===== src/rtl/pipeline_stage_pkg.sv =====
// Shared types for the pipeline skid-buffer stage: occupancy state encoding
// and the occupancy port width.
package pipeline_stage_pkg;

   localparam int OCC_W = 2;

   typedef enum logic [OCC_W-1:0] {
      EMPTY = 2'd0,
      HALF  = 2'd1,
      FULL  = 2'd2
   } stage_state_e;

   // Number of payloads held in each state; the encoding is chosen so this is
   // a plain cast, but the function keeps callers independent of that choice.
   function automatic logic [OCC_W-1:0] occupancy_of(input stage_state_e s);
      logic [OCC_W-1:0] occ;
      case (s)
         HALF:    occ = 2'd1;
         FULL:    occ = 2'd2;
         default: occ = 2'd0;
      endcase
      return occ;
   endfunction

endpackage


===== src/rtl/pipeline_stage_reg.sv =====
// Two-entry (main + skid) pipeline stage register with ready/valid handshake
// and flush. Optional stall counter enabled by defining PIPE_STAGE_PERF_EN.
module pipeline_stage_reg
   import pipeline_stage_pkg::*;
#(
   parameter int               WIDTH     = 64,
   parameter logic [WIDTH-1:0] FLUSH_VAL = '0
) (
   input  logic             CLK,
   input  logic             nRST,
   input  logic             in_valid,
   input  logic [WIDTH-1:0] in_data,
   output logic             in_ready,
   output logic             out_valid,
   output logic [WIDTH-1:0] out_data,
   input  logic             out_ready,
   input  logic             flush,
   output logic [OCC_W-1:0] occupancy
`ifdef PIPE_STAGE_PERF_EN
   ,
   output logic [31:0]      stall_cycles
`endif
);

   stage_state_e     state_q, state_d;
   logic [WIDTH-1:0] main_q, main_d;
   logic [WIDTH-1:0] skid_q, skid_d;
   logic             in_fire;
   logic             out_fire;

   // in_ready depends only on registered state, so no combinational path
   // runs from out_ready back to the upstream stage.
   assign in_ready  = (state_q != FULL);
   assign out_valid = (state_q != EMPTY);
   assign out_data  = main_q;
   assign occupancy = occupancy_of(state_q);

   assign in_fire  = in_valid && in_ready;
   assign out_fire = out_valid && out_ready;

   // NOTE: every target gets a default before the case, so no path leaves a
   // signal unassigned and no latch is inferred.
   always_comb begin
      state_d = state_q;
      main_d  = main_q;
      skid_d  = skid_q;

      if (flush) begin
         state_d = EMPTY;
         main_d  = FLUSH_VAL;
         skid_d  = FLUSH_VAL;
      end else begin
         case (state_q)
            EMPTY: begin
               if (in_fire) begin
                  state_d = HALF;
                  main_d  = in_data;
               end
            end
            HALF: begin
               if (in_fire && out_fire) begin
                  main_d = in_data;
               end else if (out_fire) begin
                  state_d = EMPTY;
               end else if (in_fire) begin
                  state_d = FULL;
                  skid_d  = in_data;
               end
            end
            FULL: begin
               if (out_fire) begin
                  state_d = HALF;
                  main_d  = skid_q;
               end
            end
            default: begin
               state_d = EMPTY;
               main_d  = FLUSH_VAL;
               skid_d  = FLUSH_VAL;
            end
         endcase
      end
   end

   // NOTE: the payload registers are reset to FLUSH_VAL as well as the state,
   // so out_data is deterministic straight out of reset; this is a two-entry
   // register, not a RAM, so the reset costs nothing worth avoiding.
   always_ff @(posedge CLK or negedge nRST) begin
      if (!nRST) begin
         // NOTE: non-blocking assignments for all sequential state, so every
         // register samples the pre-edge values regardless of statement order.
         state_q <= EMPTY;
         main_q  <= FLUSH_VAL;
         skid_q  <= FLUSH_VAL;
      end else begin
         state_q <= state_d;
         main_q  <= main_d;
         skid_q  <= skid_d;
      end
   end

`ifdef PIPE_STAGE_PERF_EN
   logic [31:0] stall_q;

   // Counts backpressure cycles; flush deliberately leaves it alone.
   always_ff @(posedge CLK or negedge nRST) begin
      if (!nRST) begin
         stall_q <= '0;
      end else if (out_valid && !out_ready && (stall_q != 32'hFFFF_FFFF)) begin
         stall_q <= stall_q + 32'd1;
      end
   end

   assign stall_cycles = stall_q;
`endif

endmodule


===== config.mk =====
export PLATFORM = sky130hd
export DESIGN_NAME = pipeline_stage_reg
export DESIGN_NICKNAME = d
export VERILOG_FILES = /design/src/rtl/pipeline_stage_pkg.sv /design/src/rtl/pipeline_stage_reg.sv
export SDC_FILE = /design/constraint.sdc
export NUM_CORES = 1
export LEC_CHECK = 0
export BUFFER_PORTS_ARGS = -buffer_cell sky130_fd_sc_hd__buf_2
export CAP_MARGIN = 20
export CORE_MARGIN = 4
export CORE_UTILIZATION = 46
export DETAILED_ROUTE_END_ITERATION = 6
export PLACE_DENSITY = 0.7
export SYNTH_ARGS = -nofsm -noshare
export SYNTH_HDL_FRONTEND = slang
export SYNTH_SLANG_ARGS = --single-unit

===== constraint.sdc =====
create_clock -name CLK -period 1.9 [get_ports CLK]
set_input_delay 0.095 -clock CLK [delete_from_list [all_inputs] [get_ports CLK]]
set_output_delay 0.095 -clock CLK [all_outputs]
set_load 0.005 [all_outputs]

# Word level (Yosys, flattened, before mapping)

Cells that the tools add are included.
W data, S select, Z words.

Bits in registers: 130
Input port bits: 69
Output and inout port bits: 68
Logic and storage cells: 40

Eq/ne operators: 11
Muxes and demuxes: 17
Reduce and logical (&&, ||, !) cells: 9

Operators by type and width:

| operator             | count |
|---|---|
| $mux W64             | 7 |
| $pmux W64 S3         | 1 |
| $pmux W64 S2         | 1 |
| $ne A3 B3 Y1 const B | 6 |
| $mux W2              | 6 |
| $reduce_and A4 Y1    | 2 |
| $pmux W2 S3          | 1 |
| $ne A4 B4 Y1 const B | 1 |
| $pmux W2 S2          | 1 |
| $logic_and A1 B1 Y1  | 3 |
| $reduce_and A3 Y1    | 1 |
| $eq A2 B1 Y1 const B | 1 |
| $eq A2 B2 Y1 const B | 1 |
| $logic_not A2 Y1     | 1 |
| $ne A2 B1 Y1 const B | 1 |
| $ne A2 B2 Y1 const B | 1 |
| $reduce_bool A2 Y1   | 1 |
| $reduce_or A2 Y1     | 1 |

# Longest topological paths before layout

Gate-level depths: netlist of the first run.

Depth after elaboration: 7
Mapped depth: 8
Mapped depth without buffers: 4

# Worst setup path after synthesis of the first run

No wires, ideal clock.

Kind: register to register
Start point: register state_q[1]
End point: register main_q[0] (netlist: out_data[0])
Setup time: 95 ps
Arrival: 1323 ps
Data required time: 1805 ps
Slack: 482 ps
Stages on the path, launching flop included: 9
Buffers on the path: 4
Period minus slack after synthesis: 1418 ps
Cells stage by stage: dfrtp_1 > buf_2 > o21a_1 > a211oi_2 > buf_4 > buf_6 > buf_6 > nand2_1 > o31ai_1

Longest elaborated chain between the ends: 5
Elaborated cells on any way between the ends: 14
Classes of those cells: eq/ne (6); mux (2); reduce/logical (6)

Ends and longest elaborated chain:

| what                                               | line                                               | text |
|---|---|---|
| from (decl)                                        | pipeline_stage_reg.sv:25                           | `stage_state_e state_q, state_d;` |
| from (signal assigned)                             | pipeline_stage_reg.sv:96                           | `state_q <= state_d;` |
| $ne A2 B2 Y1 or $reduce_bool A2 Y1 (tied branches) | pipeline_stage_reg.sv:33, pipeline_stage_reg.sv:34 |  |
| $logic_and A1 B1 Y1 (on tied branches)             | pipeline_stage_reg.sv:38, pipeline_stage_reg.sv:39 |  |
| $logic_and A1 B1 Y1                                | pipeline_stage_reg.sv:61                           | `if (in_fire && out_fire) begin` |
| $ne A3 B3 Y1 (no line)                             | --                                                 |  |
| $reduce_and A3 Y1 (no line)                        | --                                                 |  |
| to (signal assigned)                               | pipeline_stage_reg.sv:97                           | `main_q <= main_d;` |
| to (decl)                                          | pipeline_stage_reg.sv:26                           | `logic [WIDTH-1:0] main_q, main_d;` |

Several ways; a longest one is shown, not always the timed one.
A chain may end at the register's enable or synchronous reset.

# Worst setup path after layout of the first run

Start point: register state_q[0]
End point: output port occupancy[1]

Longest elaborated chain between the ends: 2
Elaborated cells on any way between the ends: 3
Classes of those cells: eq/ne (2); mux (1)

Ends and longest elaborated chain:

| what                                         | line                     | text |
|---|---|---|
| $eq A2 B2 Y1 or $eq A2 B1 Y1 (tied branches) | pipeline_stage_pkg.sv:17 | `case (s)` |
| $pmux W2 S2 *                                | pipeline_stage_pkg.sv:17 |  |
| to (decl)                                    | pipeline_stage_reg.sv:18 | `output logic [OCC_W-1:0] occupancy` |

Every way passes the cells marked *; elsewhere a longest branch is shown, timed or not.

==> results of run 1 <==
## layer usage
metal | vias up | routed length, µm | global-route usage
met3 | 35 | 774 | 0.0457
met1 | 2375 | 6050 | 0.253
met4 | 0 | 354 | 0.0875
met2 | 150 | 7710 | 0.359
li1 | 2367 | - | -
met5 | - | 0 | 0
## stage by stage
step           setup WS (ns)   util
2_1_floorplan          0.482      -
3_3_place_gp           0.328  0.537
3_5_place_dp           0.272  0.537
4_1_cts                0.180  0.634
5_1_grt                0.117  0.634
6_report               0.187  0.634
## cell usage in the layout, fill, tap and decap left out, drive strengths merged, types with 2 or more instances in the layout
cell type / count
nand2b: 3
o31ai: 19
a21oi: 21
dfrtp: 130
clkinv: 4
nand2: 129
a22oi: 45
mux2i: 64
clkbuf: 23
inv: 65
nor2b: 23
buf: 152
dlygate4sd3: 66
nor2: 3
o21ai: 46
o21a: 2
bufinv: 3
## cell type report
class                   count  share of cell area
well taps                 172              0.0269
clock inverters             7              0.0138
inverters                  65              0.0305
repair buffers            218               0.191
clock buffers              23              0.0560
flip-flops and latches    130               0.407
multi-input cells         359               0.275
## repair_timing
item                                   CTS  global route
buffers inserted                         0             0
hold buffers                            66             0
endpoints found under the hold margin  110             0
## worst register-to-register path, cell delays in order, from the launching register on
cell and delay (ns):
dfrtp_1 0.43, nor2b_1 0.32, nor2b_4 0.23, buf_12 0.26, nand2_1 0.20, mux2i_1 0.17
## flip-flops by register name (all words and copies together) (netlist names)
signal	count
skid_q	64
state_q	2
out_data	64
## worst min-delay path by stage
stage / from / to / slack (ns)
floorplan: nRST / out_data[0] / -0.20
CTS: in_valid / state_q[1] / 0.01
detailed placement: nRST / out_data[38] / 0.10
finish: in_valid / state_q[1] / 0.03
global route: in_valid / state_q[1] / 0.06
global placement: nRST / skid_q[44] / 0.09
## kinds of logic (layout without fill, tap and decap cells)
family / after synthesis / in the layout / share of synthesized area
muxes: 64 / 64 / 0.108
and+or+nand+nor: 160 / 160 / 0.114
DFF: 130 / 130 / 0.550
buffers and inverters: 109 / 313 / 0.0838
AOI/OAI and AO/OA: 135 / 135 / 0.144
## power by group through the flow
stage	combinational, µW	clock, µW	sequential (µW)
floorplan	434	0	3110
global placement	805	0	3110
detailed placement	832	0	3120
CTS	939	3180	3080
global route	1040	3330	3100
finish	935	3120	3080
==> out/metrics.yaml, run 1 <==
run_status:
  outcome: "finished, violations left"
  violations: "design-rule violations"
worst_setup_path:
  rrSetupSlack_ns: 0.21
  cp_slowest_cell: "dfrtp_1"
  critPathLaunchType: "register"
  rr_startpoint: "state_q[0]"
  critPathBufInv: 3
  path_cells: "nand2b_1 -> inv_1 -> buf_4 -> buf_2"
  r2r_end: "skid_q[19]"
  crit_arrival_ns: 1.62
  cp-startpoint: "state_q[0]"
  required_ns: 1.80
  cp-endpoint: "occupancy[1]"
  critPathTopFamily: "buffers and inverters"
  critPathKind: "register to output port"
  cp_num_cells: 4
  critical_path.max_fanout: 21
  cp-end-kind: "output port"
  ff2ff_path_depth: 5
  slowest_delay_ns: 0.43
timing:
  fin_crit_sh: 0.902
  finalCriticalPeriod_ns: 1.71
  slew_violations: 0
  max_slew_margin: 0.580
  rsz0062_at_grt: "false"
  max_slew.worst_pin.slew_ns: 0.631
  tns_ns: 0
  fmax_mhz: 584
  whs_ns: 0.0314
  fin_skew_ns: 0.00585
  hold_violations: 0
  setup_viol: 0
logic_synthesis:
  synth_area_mm2: 0.00591
  synth_nets: 667
  yosysSeqAreaShare: 0.550
  synth_largest_area_cell: "dfrtp_1"
  syn-instance-count: 598
  ys_ff_latch: 130
  async_flop_share: 1.00
  synth.top_cell.area_share: 0.550
  yosys_warnings: 0
  synthTopCellsByCount: "130 x dfrtp_1, 129 x nand2_1, 65 x inv_1, 64 x mux2i_1, 45 x a22oi_1"
  synthDistinctLibCells: 23
  synth_area_leaders: "dfrtp_1 55%, mux2i_1 11%, nand2_1 8.2%"
  synth.most_common_cell: "dfrtp_1"
  ys.flop_type: "dfrtp_1"
  synth_edf_count: 0
  syn_avg_cell_area_um2: 9.89
finish:
  seq_area_mm2: 0.00325
  nNetsFinal: 860
  diodes: 0
  stdcell_area_mm2: 0.00800
  stdcell_count: 974
  nFillCells: 1025
  drive_gt1_frac: 0.227
  area_growth_pct: 35.2
  multi_input_area_mm2: 0.00220
route:
  wirelength_um: 14900
  vias_per_cell: 5.06
  dr.first_iter.drc_count: 334
  antenna_left: 0
  dr_total_vias: 4927
  drc: 1
  dr.pass1.iters: 7
  routedWlPerCell_um: 15.3
floorplan:
  initial_core_util: 0.469
  core_mm2: 0.0126
  fp.dieArea_mm2: 0.0147
  die_y_um: 121
  ios: 137
  rows: 41
  die_w_um: 121
power:
  power.leakage_uw: 0.00387
  internal_power_uw: 5450
  power_switching_uw: 1680
  p_sw_frac: 0.236
  pwr-share-seq: 0.432
  finalPower_uw: 7130
  power_density_mw_per_mm2: 892
  power_frac_comb: 0.131
  clock_power_share: 0.437
  peakVddDrop_v: 0.000653
placement:
  placed_cells: 878
  port-buffer-count: 136
  hpwlAfterDp_um: 9260
  placed_cell_area_mm2: 0.00678
  place_congestion: 0.793
clocking:
  clkTransAtPathRegs_ns: 0.05
  cts-resized-gates: 0
  cts.path.max_buffers: 2
  h-tree-depth: 4
  cts_tree: "done"
  cts_buffers: 17
  clock-root-buffer: "clkbuf_16"
  cts_sinks: 130
  worst_skew_pair.late_latency_ns: 0.41
run:
  maxCapViolations: 0
global_routing:
  grt_pass1_wl_um: 24200
  antenna_found_initial: 0
  grt_max_degree: 97
  first_global_vias: 5024
  grt_overflow: 0
  grtUsageTotal: 0.209
worst_hold_path:
  hold_depth: 3
  hold_path_class: "input port to register"
Power figures use the tool's default switching activity.
==> run 2: changes to the inputs <==
--- a/config.mk
+++ b/config.mk
@@ -5,6 +5,7 @@
 export SDC_FILE = /design/constraint.sdc
 export NUM_CORES = 1
 export LEC_CHECK = 0
+export ABC_AREA = 1
 export BUFFER_PORTS_ARGS = -buffer_cell sky130_fd_sc_hd__buf_2
 export CAP_MARGIN = 20
 export CORE_MARGIN = 4
==> run 2 against run 1 <==
Compared with the run above: the run now ends clean; design area up 1.4%; sequential power increased by 7.1%; clock-buffer cell count grew 5; area after synthesis up 3.4%; clock power is 1% higher; via count grew 6.8%; non-clock buffer count is 2 lower; clock skew hardly changed; flip-flop and latch count unchanged; critical endpoint is now occupancy[0].
==> out/metrics.yaml, run 2 <==
placement:
  port-buffer-count: 136  # unchanged
  place_congestion: 0.762  # was 0.793
  placed_cell_area_mm2: 0.00687  # was 0.00678 mm²
  placed_cells: 938  # was 878
  hpwlAfterDp_um: 9390  # was 9260 µm
finish:
  mostFrequentLayoutCells: "135 x buf_2, 134 x nand2_1, 130 x dfrtp_1"  # was 135 x buf_2, 130 x dfrtp_1, 129 x nand2_1
  nNetsFinal: 919  # was 860
  drive_gt1_frac: 0.288  # was 0.227
  area_growth_pct: 32.6  # was 35.2%
  seq_area_mm2: 0.00325  # unchanged
  stdcell_count: 1035  # was 974
  postLayoutCoreUtil: 0.632  # was 0.634
  layout_commonest_cell: "buf_2"  # unchanged
  nFillCells: 1055  # was 1025
  stdcell_area_mm2: 0.00811  # was 0.00800 mm²
  multi_input_area_mm2: 0.00235  # was 0.00220 mm²
timing:
  fin_crit_sh: 0.909  # was 0.902
  whs_ns: 0.0711  # was 0.0314 ns
  fmax_mhz: 579  # was 584 MHz
  slew_violations: 0  # unchanged
  setup_viol: 0  # unchanged
  tns_ns: 0  # unchanged
  max_slew.worst_pin.slew_ns: 0.690  # was 0.631 ns
  finalCriticalPeriod_ns: 1.73  # was 1.71 ns
  hold_violations: 0  # unchanged
  fin_skew_ns: 0.00583  # was 0.00585 ns
  rsz0062_at_grt: "false"  # unchanged
  max_slew_margin: 0.540  # was 0.580
floorplan:
  die_y_um: 123  # was 121 µm
  core_mm2: 0.0128  # was 0.0126 mm²
  initial_core_util: 0.477  # was 0.469
  die_w_um: 123  # was 121 µm
  fp.dieArea_mm2: 0.0152  # was 0.0147 mm²
  ios: 137  # unchanged
  rows: 41  # unchanged
logic_synthesis:
  synthDistinctLibCells: 21  # was 23
  ys.flop_type: "dfrtp_1"  # unchanged
  syn-instance-count: 667  # was 598
  synth.top_cell.area_share: 0.532  # was 0.550
  synth_largest_area_cell: "dfrtp_1"  # unchanged
  synth_nets: 736  # was 667
  synthTopCellsByCount: "136 x nand2_1, 130 x dfrtp_1, 60 x o21ai_2, 52 x nor2_1, 50 x inv_1"  # was 130 x dfrtp_1, 129 x nand2_1, 65 x inv_1, 64 x mux2i_1, 45 x a22oi_1
  synth_area_mm2: 0.00611  # was 0.00591 mm²
  synth_area_leaders: "dfrtp_1 53%, o21ai_2 8.6%, nand2_1 8.3%"  # was dfrtp_1 55%, mux2i_1 11%, nand2_1 8.2%
  yosysSeqAreaShare: 0.532  # was 0.550
  yosys_warnings: 0  # unchanged
  synth_edf_count: 0  # unchanged
  async_flop_share: 1.00  # unchanged
  syn_avg_cell_area_um2: 9.17  # was 9.89 µm²
  synth.most_common_cell: "nand2_1"  # was dfrtp_1
  ys_ff_latch: 130  # unchanged
global_routing:
  grtUsageTotal: 0.219  # was 0.209
  grt_max_degree: 131  # was 97
  antenna_found_initial: 2  # was 0
  grt_pass1_wl_um: 26100  # was 24200 µm
  grt_overflow: 0  # unchanged
  first_global_vias: 5423  # was 5024
worst_setup_path:
  path_cells: "inv_1 -> buf_6 -> nand2_1 -> inv_1 -> buf_4 -> buf_2"  # was nand2b_1 -> inv_1 -> buf_4 -> buf_2
  critPathLaunchType: "register"  # unchanged
  cp_common_cell: "inv_1"
  critPathKind: "register to output port"  # unchanged
  ff2ff_path_depth: 8  # was 5
  cp-end-kind: "output port"  # unchanged
  cp_slowest_cell: "dfrtp_1"  # unchanged
  crit_arrival_ns: 1.63  # was 1.62 ns
  critical_path.max_fanout: 21  # unchanged
  required_ns: 1.80  # about the same
  slowest_delay_ns: 0.42  # was 0.43 ns
worst_hold_path:
  hold_path_class: "input port to register"  # unchanged
  hold_depth: 4  # was 3
power:
  peakVddDrop_v: 0.000587  # was 0.000653 V
  power_density_mw_per_mm2: 980  # was 892 mW/mm²
  power.leakage_uw: 0.00399  # was 0.00387 µW
clocking:
  worst_skew_pair.late_latency_ns: 0.41  # about the same
  cts_tree: "done"  # unchanged
  cts.path.max_buffers: 2  # unchanged
  clkTransAtPathRegs_ns: 0.05  # about the same
  cts_buffers: 17  # unchanged
  clock-root-buffer: "clkbuf_16"  # unchanged
  h-tree-depth: 4  # unchanged
  cts_sinks: 130  # unchanged
  cts_setup_buffers: 0  # unchanged
route:
  dr.pass1.iters: 5  # was 7
  dr_total_vias: 5260  # was 4927
  antenna_left: 0  # unchanged
  routedWlPerCell_um: 14.9  # was 15.3 µm
  vias_per_cell: 5.08  # was 5.06
  wirelength_um: 15500  # was 14900 µm
  drc: 0  # was 1
  dr.first_iter.drc_count: 474  # was 334
run_status:
  outcome: "completed"  # was finished, violations left
run:
  maxCapViolations: 0  # unchanged
[run 2: logic make-up (layout without fill, tap and decap cells)]
logic type      after synthesis  in the layout  share of synthesized area
simple gates                235            235                      0.156
buf+inv                     105            300                     0.0880
compound gates              197            197                      0.224
flops                       130            130                      0.532
other cells                   0              1                          0
[run 2: final cells by class]
type	instances	area share
well taps	172	0.0265
multi-input cells	432	0.289
repair buffers	216	0.187
clock inverters	3	0.00525
flip-flops and latches	130	0.401
clock buffers	28	0.0662
inverters	53	0.0245
diodes	1	0.000309
[run 2: routing by layer]
metal  vias up  global-route usage  wire, µm
met5         -                   0         7
met3        19              0.0581       912
met4         2              0.0913       235
li1       2579                   -         -
met2       150               0.362      7670
met1      2510               0.273      6630
[run 2: worst paths after layout]
kind	to	slack, ns	startpoint
max in group asynchronous	out_data[2]	1.04	nRST
worst min register to register	out_data[46]	0.47	out_data[46]
worst min-delay path	state_q[1]	0.07	out_ready
min in group asynchronous	skid_q[46]	0.35	nRST
worst max-delay path	occupancy[0]	0.17	state_q[1]
worst max register to register	out_data[21]	0.29	state_q[0]
[run 2: per-stage QoR]
stage               power (µW)  setup WS (ns)
finish                    7940          0.174
global route              8370         0.0542
CTS                       8030         0.0966
detailed placement        4740          0.314
global placement          4690          0.366
floorplan                 4220          0.564
[run 2: timing repair]
item                                   in CTS  in global routing
hold buffers                               65                  0
setup endpoints to repair                   0                  1
resized for setup                           0                  1
endpoints found under the hold margin     194                  0
[run 2: report_power, final]
group | internal, µW | leakage, µW | switching [µW]
sequential | 3100 | 0.00173 | 192
combinational | 613 | 0.00197 | 879
clock | 2040 | 0.000283 | 1120
[run 2: worst max-delay path, delay by kind of cell, from the launching register on]
family        cells  cell delay (ns)
flops             1             0.42
buf+inv           5             0.71
simple gates      1             0.09
